`src/rtl/conv_ctrl_param_cu.sv`:
```
// Conv2d control unit: sequences kernel BRAM/register loads and first/mid/last row streaming per in/out channel.
// Optional stall counter output enabled by defining CONV_CU_PERF_CNT_EN.
module conv_ctrl_param_cu #(
    parameter int unsigned ROW_W   = 8,
    parameter int unsigned CH_W    = 9,
    parameter int unsigned OCH_W   = 9,
    parameter int unsigned KSIZE   = 3,
    parameter int unsigned MAX_IMG = 128
) (
    input  logic              clk,
    input  logic              Reset_top,
    input  logic              start,
    input  logic [ROW_W-1:0]  cfg_img_size,
    input  logic [CH_W-1:0]   cfg_in_ch,
    input  logic [OCH_W-1:0]  cfg_out_ch,
    input  logic              Kernel_BRAM_IDLE,
    input  logic              last_loading_1ker,
    input  logic              PE_ready,
    input  logic              Input_line_buffer_IDLE,
    input  logic              PE_with_buffers_IDLE,
    input  logic              Done_1row,
    output logic              load_BRAM_dina,
    output logic              Load_kernel_reg,
    output logic              update_BRAM_doutb,
    output logic              Stream_first_row,
    output logic              Stream_mid_row,
    output logic              Stream_last_row,
    output logic [ROW_W-1:0]  row_idx,
    output logic [CH_W-1:0]   in_ch_idx,
    output logic [OCH_W-1:0]  out_ch_idx,
    output logic              acc_clear,
    output logic              acc_emit,
    output logic              busy,
    output logic              conv_DONE,
`ifdef CONV_CU_PERF_CNT_EN
    output logic [31:0]       stall_cycles,
`endif
    output logic              cfg_err
);

    localparam int unsigned PAD = KSIZE / 2;
    localparam logic [ROW_W-1:0] KSIZE_R = ROW_W'(KSIZE);
    localparam logic [ROW_W-1:0] MAX_R   = ROW_W'(MAX_IMG);
    localparam logic [ROW_W-1:0] PAD_R   = ROW_W'(PAD);

    typedef enum logic [3:0] {
        IDLE, WAIT_BRAM, LOAD_BRAM, LOAD_KREG, WAIT_IDLE,
        STREAM, WAIT_ROW, WAIT_UPD, UPDATE, DONE
    } state_t;

    state_t            state, state_nx;
    logic [ROW_W-1:0]  img_cfg, img_nx;
    logic [CH_W-1:0]   in_ch_cfg, in_ch_nx;
    logic [OCH_W-1:0]  out_ch_cfg, out_ch_nx;
    logic [ROW_W-1:0]  row_nx;
    logic [CH_W-1:0]   in_idx_nx;
    logic [OCH_W-1:0]  out_idx_nx;
    logic              err_nx;
    logic              cfg_ok;
    logic              idles_ok;
    logic              lb_nx, lk_nx, upd_nx, sf_nx, sm_nx, sl_nx;
    logic              clr_nx, emit_nx, busy_nx, done_nx;

    always_comb begin
        cfg_ok   = (cfg_img_size >= KSIZE_R) && (cfg_img_size <= MAX_R)
                && (cfg_in_ch != '0) && (cfg_out_ch != '0);
        idles_ok = Input_line_buffer_IDLE && PE_with_buffers_IDLE;
    end

    // Next state, next indices, and output decode of the next state so outputs are registered Moore.
    always_comb begin
        state_nx   = state;
        img_nx     = img_cfg;
        in_ch_nx   = in_ch_cfg;
        out_ch_nx  = out_ch_cfg;
        row_nx     = row_idx;
        in_idx_nx  = in_ch_idx;
        out_idx_nx = out_ch_idx;
        err_nx     = cfg_err;

        case (state)
            IDLE: begin
                if (start) begin
                    if (cfg_ok) begin
                        img_nx     = cfg_img_size;
                        in_ch_nx   = cfg_in_ch;
                        out_ch_nx  = cfg_out_ch;
                        row_nx     = '0;
                        in_idx_nx  = '0;
                        out_idx_nx = '0;
                        err_nx     = 1'b0;
                        state_nx   = WAIT_BRAM;
                    end else begin
                        err_nx = 1'b1;
                    end
                end
            end
            WAIT_BRAM: if (Kernel_BRAM_IDLE)  state_nx = LOAD_BRAM;
            LOAD_BRAM: if (last_loading_1ker) state_nx = LOAD_KREG;
            LOAD_KREG: if (PE_ready)          state_nx = WAIT_IDLE;
            WAIT_IDLE: if (idles_ok)          state_nx = STREAM;
            STREAM:    state_nx = WAIT_ROW;
            WAIT_ROW: begin
                if (Done_1row) begin
                    if (row_idx < img_cfg - ROW_W'(1)) begin
                        row_nx   = row_idx + ROW_W'(1);
                        state_nx = WAIT_IDLE;
                    end else begin
                        row_nx   = '0;
                        state_nx = WAIT_UPD;
                    end
                end
            end
            WAIT_UPD: if (idles_ok) state_nx = UPDATE;
            UPDATE: begin
                if (in_ch_idx < in_ch_cfg - CH_W'(1)) begin
                    in_idx_nx = in_ch_idx + CH_W'(1);
                    state_nx  = LOAD_KREG;
                end else begin
                    in_idx_nx = '0;
                    if (out_ch_idx < out_ch_cfg - OCH_W'(1)) begin
                        out_idx_nx = out_ch_idx + OCH_W'(1);
                        state_nx   = WAIT_BRAM;
                    end else begin
                        out_idx_nx = '0;
                        row_nx     = '0;
                        state_nx   = DONE;
                    end
                end
            end
            DONE: begin
                row_nx     = '0;
                in_idx_nx  = '0;
                out_idx_nx = '0;
                state_nx   = IDLE;
            end
            default: state_nx = IDLE;
        endcase

        lb_nx   = (state_nx == LOAD_BRAM);
        lk_nx   = (state_nx == LOAD_KREG);
        upd_nx  = (state_nx == UPDATE);
        busy_nx = (state_nx != IDLE);
        done_nx = (state_nx == DONE);
        sf_nx   = (state_nx == STREAM) && (row_nx < PAD_R);
        sl_nx   = (state_nx == STREAM) && !sf_nx && (row_nx >= img_nx - PAD_R);
        sm_nx   = (state_nx == STREAM) && !sf_nx && !sl_nx;
        clr_nx  = busy_nx && (in_idx_nx == '0);
        emit_nx = busy_nx && (in_idx_nx == in_ch_nx - CH_W'(1));
    end

    always_ff @(posedge clk or posedge Reset_top) begin
        if (Reset_top) begin
            state             <= IDLE;
            img_cfg           <= '0;
            in_ch_cfg         <= '0;
            out_ch_cfg        <= '0;
            row_idx           <= '0;
            in_ch_idx         <= '0;
            out_ch_idx        <= '0;
            cfg_err           <= 1'b0;
            load_BRAM_dina    <= 1'b0;
            Load_kernel_reg   <= 1'b0;
            update_BRAM_doutb <= 1'b0;
            Stream_first_row  <= 1'b0;
            Stream_mid_row    <= 1'b0;
            Stream_last_row   <= 1'b0;
            acc_clear         <= 1'b0;
            acc_emit          <= 1'b0;
            busy              <= 1'b0;
            conv_DONE         <= 1'b0;
        end else begin
            state             <= state_nx;
            img_cfg           <= img_nx;
            in_ch_cfg         <= in_ch_nx;
            out_ch_cfg        <= out_ch_nx;
            row_idx           <= row_nx;
            in_ch_idx         <= in_idx_nx;
            out_ch_idx        <= out_idx_nx;
            cfg_err           <= err_nx;
            load_BRAM_dina    <= lb_nx;
            Load_kernel_reg   <= lk_nx;
            update_BRAM_doutb <= upd_nx;
            Stream_first_row  <= sf_nx;
            Stream_mid_row    <= sm_nx;
            Stream_last_row   <= sl_nx;
            acc_clear         <= clr_nx;
            acc_emit          <= emit_nx;
            busy              <= busy_nx;
            conv_DONE         <= done_nx;
        end
    end

`ifdef CONV_CU_PERF_CNT_EN
    logic stall_now;

    always_comb begin
        stall_now = (((state == WAIT_IDLE) || (state == WAIT_UPD)) && !idles_ok)
                 || ((state == LOAD_KREG) && !PE_ready);
    end

    // Saturating count of cycles spent waiting on the datapath; restarts with each accepted job.
    always_ff @(posedge clk or posedge Reset_top) begin
        if (Reset_top) begin
            stall_cycles <= '0;
        end else if ((state == IDLE) && start && cfg_ok) begin
            stall_cycles <= '0;
        end else if (stall_now && (stall_cycles != '1)) begin
            stall_cycles <= stall_cycles + 32'(1);
        end
    end
`endif

endmodule

```
`config.mk`:
```
export PLATFORM = sky130hd
export DESIGN_NAME = conv_ctrl_param_cu
export DESIGN_NICKNAME = d
export VERILOG_FILES = /design/src/rtl/conv_ctrl_param_cu.sv
export SDC_FILE = /design/constraint.sdc
export NUM_CORES = 1
export LEC_CHECK = 0
export ABC_CLOCK_PERIOD_IN_PS = 4800
export CORE_ASPECT_RATIO = 2
export CORE_UTILIZATION = 50
export CTS_CLUSTER_SIZE = 24
export DETAILED_ROUTE_END_ITERATION = 10
export PLACE_DENSITY = 0.78
export SYNTH_ARGS = -nofsm -noshare
export SYNTH_HDL_FRONTEND = slang
export SYNTH_SLANG_ARGS = --single-unit
```
`constraint.sdc`:
```
create_clock -name clk -period 4.8 [get_ports clk]
set_input_delay 0.48 -clock clk [delete_from_list [all_inputs] [get_ports clk]]
set_output_delay 0.48 -clock clk [all_outputs]
set_load 0.03 [all_outputs]
```
# Word level (Yosys, flattened, before mapping)
# Cells that the tools add are included.
[classes]
addsub = 8
multipliers = 0
n_div = 0
magnitude_cmp = 7
n_eq_ne = 18
shifts = 0
n_mux = 35
bitwise_logic = 0
reduce_logical = 21
[op_table]
columns = ["op", "n"]
rows = [
  ["$mux 9", 10],
  ["$mux 8", 9],
  ["$pmux 9 s3", 2],
  ["$mux 4", 10],
  ["$pmux 4 s9", 1],
  ["$pmux 8 s4", 1],
  ["$sub 9x1->9 const B", 3],
  ["$eq 4x3->1 const B", 5],
  ["$add 9x1->9 const B", 2],
  ["$lt 9x9->1", 2],
  ["$reduce_bool 9->1", 2],
  ["$eq 4x2->1 const B", 4],
  ["$eq 4x4->1 const B", 4],
  ["$sub 8x1->8 const B", 2],
  ["$logic_and 1x1->1", 10],
  ["$eq 9x9->1", 1],
  ["$logic_not 9->1", 1],
  ["$add 8x1->8 const B", 1],
  ["$ge 8x2->1 const B", 1],
  ["$ge 8x8->1", 1],
  ["$le 8x8->1 const B", 1],
  ["$lt 8x1->1 const B", 1],
  ["$lt 8x8->1", 1],
  ["$ne 2x2->1 const B", 3],
  ["other kinds (10)", 11],
]
[word_totals]
regBits = 67
latchBits = 0
mem_bits_rw = 0
rom_bits = 0
in_bits = 35
elab_cells = 107
n_memories = 0

# Depth between registers and ports, before layout
[depth]
word_depth = 14
depth_mapped = 24

# Worst setup path before layout
# Ideal clock, no wire load.
[synth_timing]
path_kind = "register -> register"
from = "reg in_ch_cfg[4]"
to = "reg Stream_mid_row"
arrival_ns = 4.615
required_ns = 4.733
path_slack_ns = 0.118
path_stages_with_launch = 24
n_path_buf = 1
synth_period_minus_slack_ns = 4.682
path_cell_list = "dfrtp_1 > or4_1 > nor3_1 > nand2_1 > xor2_1 > ha_1 > nand4_1 > or2_2 > nand3_2 > buf_2 > nand3_1 > o21ai_0 > o31ai_1 > inv_1 > ha_1 > nand2b_1 > a21o_1 > a21o_1 > a21o_1 > a21o_1 > a21o_1 > a21o_1 > a21oi_1 > and3b_1"
[synth_between]
elab_chain_cells = 11
word_cells_on_any_way = 15
classes_between = "1 x add/sub; 3 x order compare; 1 x eq/ne; 4 x mux; 6 x reduce/logical"
[synth_lines]
columns = ["item", "line_no", "text"]
rows = [
  ["start, declared", "53", "logic [CH_W-1:0] in_ch_cfg, in_ch_nx;"],
  ["start signal, assigned", "175", "in_ch_cfg <= in_ch_nx;"],
  ["$sub 9x1->9 *", "116", "if (in_ch_idx < in_ch_cfg - CH_W'(1)) begin"],
  ["$lt 9x9->1 *", "116", ""],
  ["$mux 8 *", "116", ""],
  ["$pmux 8 s4 *", "81", "case (state)"],
  ["via row_nx[0]", "55", "logic [ROW_W-1:0] row_nx;"],
  ["$lt 8x1->1", "145", "sf_nx = (state_nx == STREAM) && (row_nx < PAD_R);"],
  ["$logic_and 1x1->1", "145", ""],
  ["$logic_not 1->1", "146, 147", ""],
  ["$logic_and 1x1->1", "146, 147", ""],
  ["$logic_and 1x1->1", "146", "sl_nx = (state_nx == STREAM) && !sf_nx && (row_nx >= img_nx - PAD_R);"],
  ["$logic_not 1->1", "147", "sm_nx = (state_nx == STREAM) && !sf_nx && !sl_nx;"],
  ["$logic_and 1x1->1 *", "147", ""],
  ["via sm_nx", "61", "logic lb_nx, lk_nx, upd_nx, sf_nx, sm_nx, sl_nx;"],
  ["end signal, assigned", "185", "Stream_mid_row <= sm_nx;"],
  ["end, declared", "26", "output logic Stream_mid_row,"],
]
# Mark *: on every way through the listed nets, which the timed path passes. The rest lies on a longest branch.
# A chain may end at the register's enable or synchronous reset.

# Final worst setup path
[layout_timing]
from = "reg in_ch_cfg[5]"
to = "reg Stream_mid_row"
# The elaborated chain is that of the path after synthesis.

==> flow_summary.toml <==
[setup_path]
critPathTopFamily = "simple AND/OR/NAND/NOR gates"
cells_along_the_critical_path = "or4_4 > nor3_2 > nand2_1 > xor2_1 > ha_1 > nand4_1 > or2_2 > nand3_2 > nand3_1 > o21ai_0 > o31ai_1 > inv_1 > ha_1 > nand2b_1 > a21o_1 > a21o_1 > a21o_1 > a21o_1 > a21o_1 > a21o_1 > a21oi_1 > and3b_1"
crit_buf_inv = 1
element_type_at_the_critical_path_start = "register"
crit_type = "register to register"
timing.critical_path.fanout_max = 4
timing.reg2reg.worst_path_depth = 22
required_ns = 5.07
crit_path_max_delay_cell_type = "or4_4"
worst_ep_arrival_time_ns = 4.83
slowest_delay_ns = 0.59
worstSetupEndpointType = "register"
timing.critical_path.mode_cell = "a21o_1"
critical_path_cell_count = 22

[sta]
fin_skew_ns = 0.009065
timing.fmax_mhz = 219.2
final_hold_violating_endpoints = 0
worst_pin_slew_ns = 1.055
finalSetupViolCount = 0
post-route-min-period_ns = 4.562
timing.max_slew.rel_slack_pct = 29.56
min_period_over_period_pct = 95.05
final_max_slew_viol_count = 0

[die]
dieArea_um2 = 9925
chipWidth_um = 70.95
num_rows = 50
io_pins = 72
start_util_pct = 50.99
die_h_um = 139.9
fp.coreArea_um2 = 9321

[grt]
grt_start_max_net_pins = 50
antenna_found_initial = 0
grtUsageTotal_pct = 26.98
first_global_vias = 4340
globalRouteOverflowTotal = 0
grt_first_pass_wirelength_um = 20890

[min_path]
timing.hold.worst.class = "register to register"
worst_hold_path_stage_count = 1

[drt]
vias = 4271
detailedRoute.firstIterationViolations = 241
via_per_inst = 6.172
post_drt_wl_per_cell_um = 18.67
route.antenna.remaining_nets = 0
first_drt_pass_iteration_count = 10
routed_wl_um = 12920
drc_violation_count_after_routing = 6

[yosys]
yosysTopAreaCellShare_pct = 35.27
synth_top_cell_by_area = "dfrtp_1"
synth.ff_latch_count = 67
synth_warnings = 0
ys_seq_area_share_pct = 35.27
syn-num-nets = 578
synth_enable_flop_cells = 0
post-synth-top-count-cell = "dfrtp_1"
synth_flop_cell = "dfrtp_1"
synth_cell_type_count = 64
syn_avg_cell_area_um2 = 9.431
post_synthesis_instance_total = 504
asr_flop_ratio_synth_pct = 100.0
ys_top_cells_by_count = "dfrtp_1 (67), nor2_1 (42), ha_1 (39), o21ai_0 (39), nand2_1 (37)"
synth_area_leaders = "dfrtp_1 (35%), ha_1 (10%), xnor2_1 (5.3%)"
netlist_area_um2 = 4753

[clocking]
cts_num_sinks = 67
clk_pin_slew_ns = 0.05
cts_root_buffer = "clkbuf_16"
cts-buffers-inserted = 9
htree_num_levels = 3
max-clock-path-buffers = 2
tritoncts = "built"
clock_insertion_delay_worst_skew_ns = 0.33
cts_hold_repair.buffers = 0

[layout]
final_nets = 657
nFillCells = 754
n_antenna_cell = 0
seq_area_um2 = 1677
utilization_pct = 63.53
multiInputGateArea_um2 = 2940
finalNonFillerCells = 692
post_route_cells_drive_above_1_share_pct = 11.90
syn_to_final_growth_pct = 24.59
finalInstanceArea_um2 = 5922

[run_status]
result_of_the_run = "finished with violations"
violations = "design-rule violations"

[placed_design]
dpl_cell_area_um2 = 5583
dpl.hpwl_um = 9710
port-buffer-count = 71
numPlacedInstances = 675
globalplace.congestion = 0.9149

[job]
max_cap_violations = 0

[power_and_ir_drop]
vdd.ir_drop.worst_mv = 0.2498
p_total_mw = 3.561
static_leak_nw = 2.624
power-per-cell-area_nw_per_um2 = 601.3
final timing paths:
path / from / to / slack [ns]
max in group asynchronous: Reset_top / cfg_err / 3.21
hold / removal: out_ch_idx[8] / out_ch_idx[8] / 0.52
setup reg to reg: in_ch_cfg[5] / Stream_mid_row / 0.24
hold reg to reg: out_ch_idx[8] / out_ch_idx[8] / 0.52
setup / recovery: in_ch_cfg[5] / Stream_mid_row / 0.24
min in group asynchronous: Reset_top / in_ch_idx[7] / 0.74
kinds of logic (layout without fill, tap and decap cells):
group,Yosys count,count (layout),share of synthesized area [%]
mux,26,26,6.002
compound gates,110,110,14.95
fa+ha+maj,39,39,10.27
flops,67,67,35.27
buf+inv,41,125,3.790
simple gates,179,179,21.69
xor+xnor,42,42,8.028
through the flow:
stage	TNS [ns]	setup WS, ns	hold WS [ns]
5_1_grt	-0.05528	-0.04229	0.5614
3_3_place_gp	0	0.3118	0.5099
4_1_cts	0	0.1999	0.5272
3_5_place_dp	0	0.2203	0.5178
2_1_floorplan	0	0.1178	0.5024
6_report	0	0.2376	0.5234
metal layers:
| metal | vias up | wire length, um | GRT usage, % |
|---|---|---|---|
| met5 | - | 0 | 0 |
| met4 | 0 | 782 | 18.21 |
| met3 | 57 | 485 | 3.957 |
| met2 | 165 | 7251 | 50.25 |
| met1 | 2054 | 4401 | 26.72 |
| li1 | 1995 | - | - |
area by class of cell:
class                           count  area share, %
Multi-Input combinational cell    396          49.65
Sequential cell                    67          28.31
Inverter                           29          1.838
Clock inverter                      4         0.8663
Timing Repair Buffer               80          13.14
Tap cell                          104          2.197
Clock buffer                       12          3.993
worst reg2reg max path, stage by stage (launching register included):
cell and delay [ns]:
dfrtp_1 0.42, or4_4 0.59, nor3_2 0.18, nand2_1 0.09
xor2_1 0.15, ha_1 0.31, nand4_1 0.12, or2_2 0.36
nand3_2 0.09, nand3_1 0.09, o21ai_0 0.19, o31ai_1 0.11
inv_1 0.08, ha_1 0.22, nand2b_1 0.14, a21o_1 0.17
a21o_1 0.17, a21o_1 0.17, a21o_1 0.16, a21o_1 0.17
a21o_1 0.19, a21oi_1 0.18, and3b_1 0.17
where the power goes:
part	switching (mW)	total [mW]	internal, mW
combinational	1.03	1.88	0.852
sequential	0.278	1.03	0.751
clock	0.246	0.648	0.403
placed cells by master (no fill, tap or decap), drive strengths merged, types with 2 or more instances in the layout:
master         instances
a211oi                 2
a21o                  10
a21oi                 19
a221o                  2
a22o                   2
a31oi                  6
and2                   2
and3                  12
and4                   2
buf                    9
clkbuf                12
clkdlybuf4s50         71
clkinv                 2
dfrtp                 67
ha                    39
inv                   29
mux2                  14
mux2i                 12
nand2                 38
nand2b                 7
nand3                 14
nand4                  7
nor2                  42
nor2b                  6
nor3                   9
nor4                  16
nor4b                  4
o211a                  2
o211ai                 3
o21a                   2
o21ai                 46
o31ai                  5
o41ai                  2
or2                    4
or3                    5
or4                    8
xnor2                 29
xor2                  12
what timing repair did:
item	4_1_cts	5_1_grt
setup buffers	0	1
gates resized for setup	0	8
endpoints found under the setup margin	0	2
(Power assumes the default switching activity.)
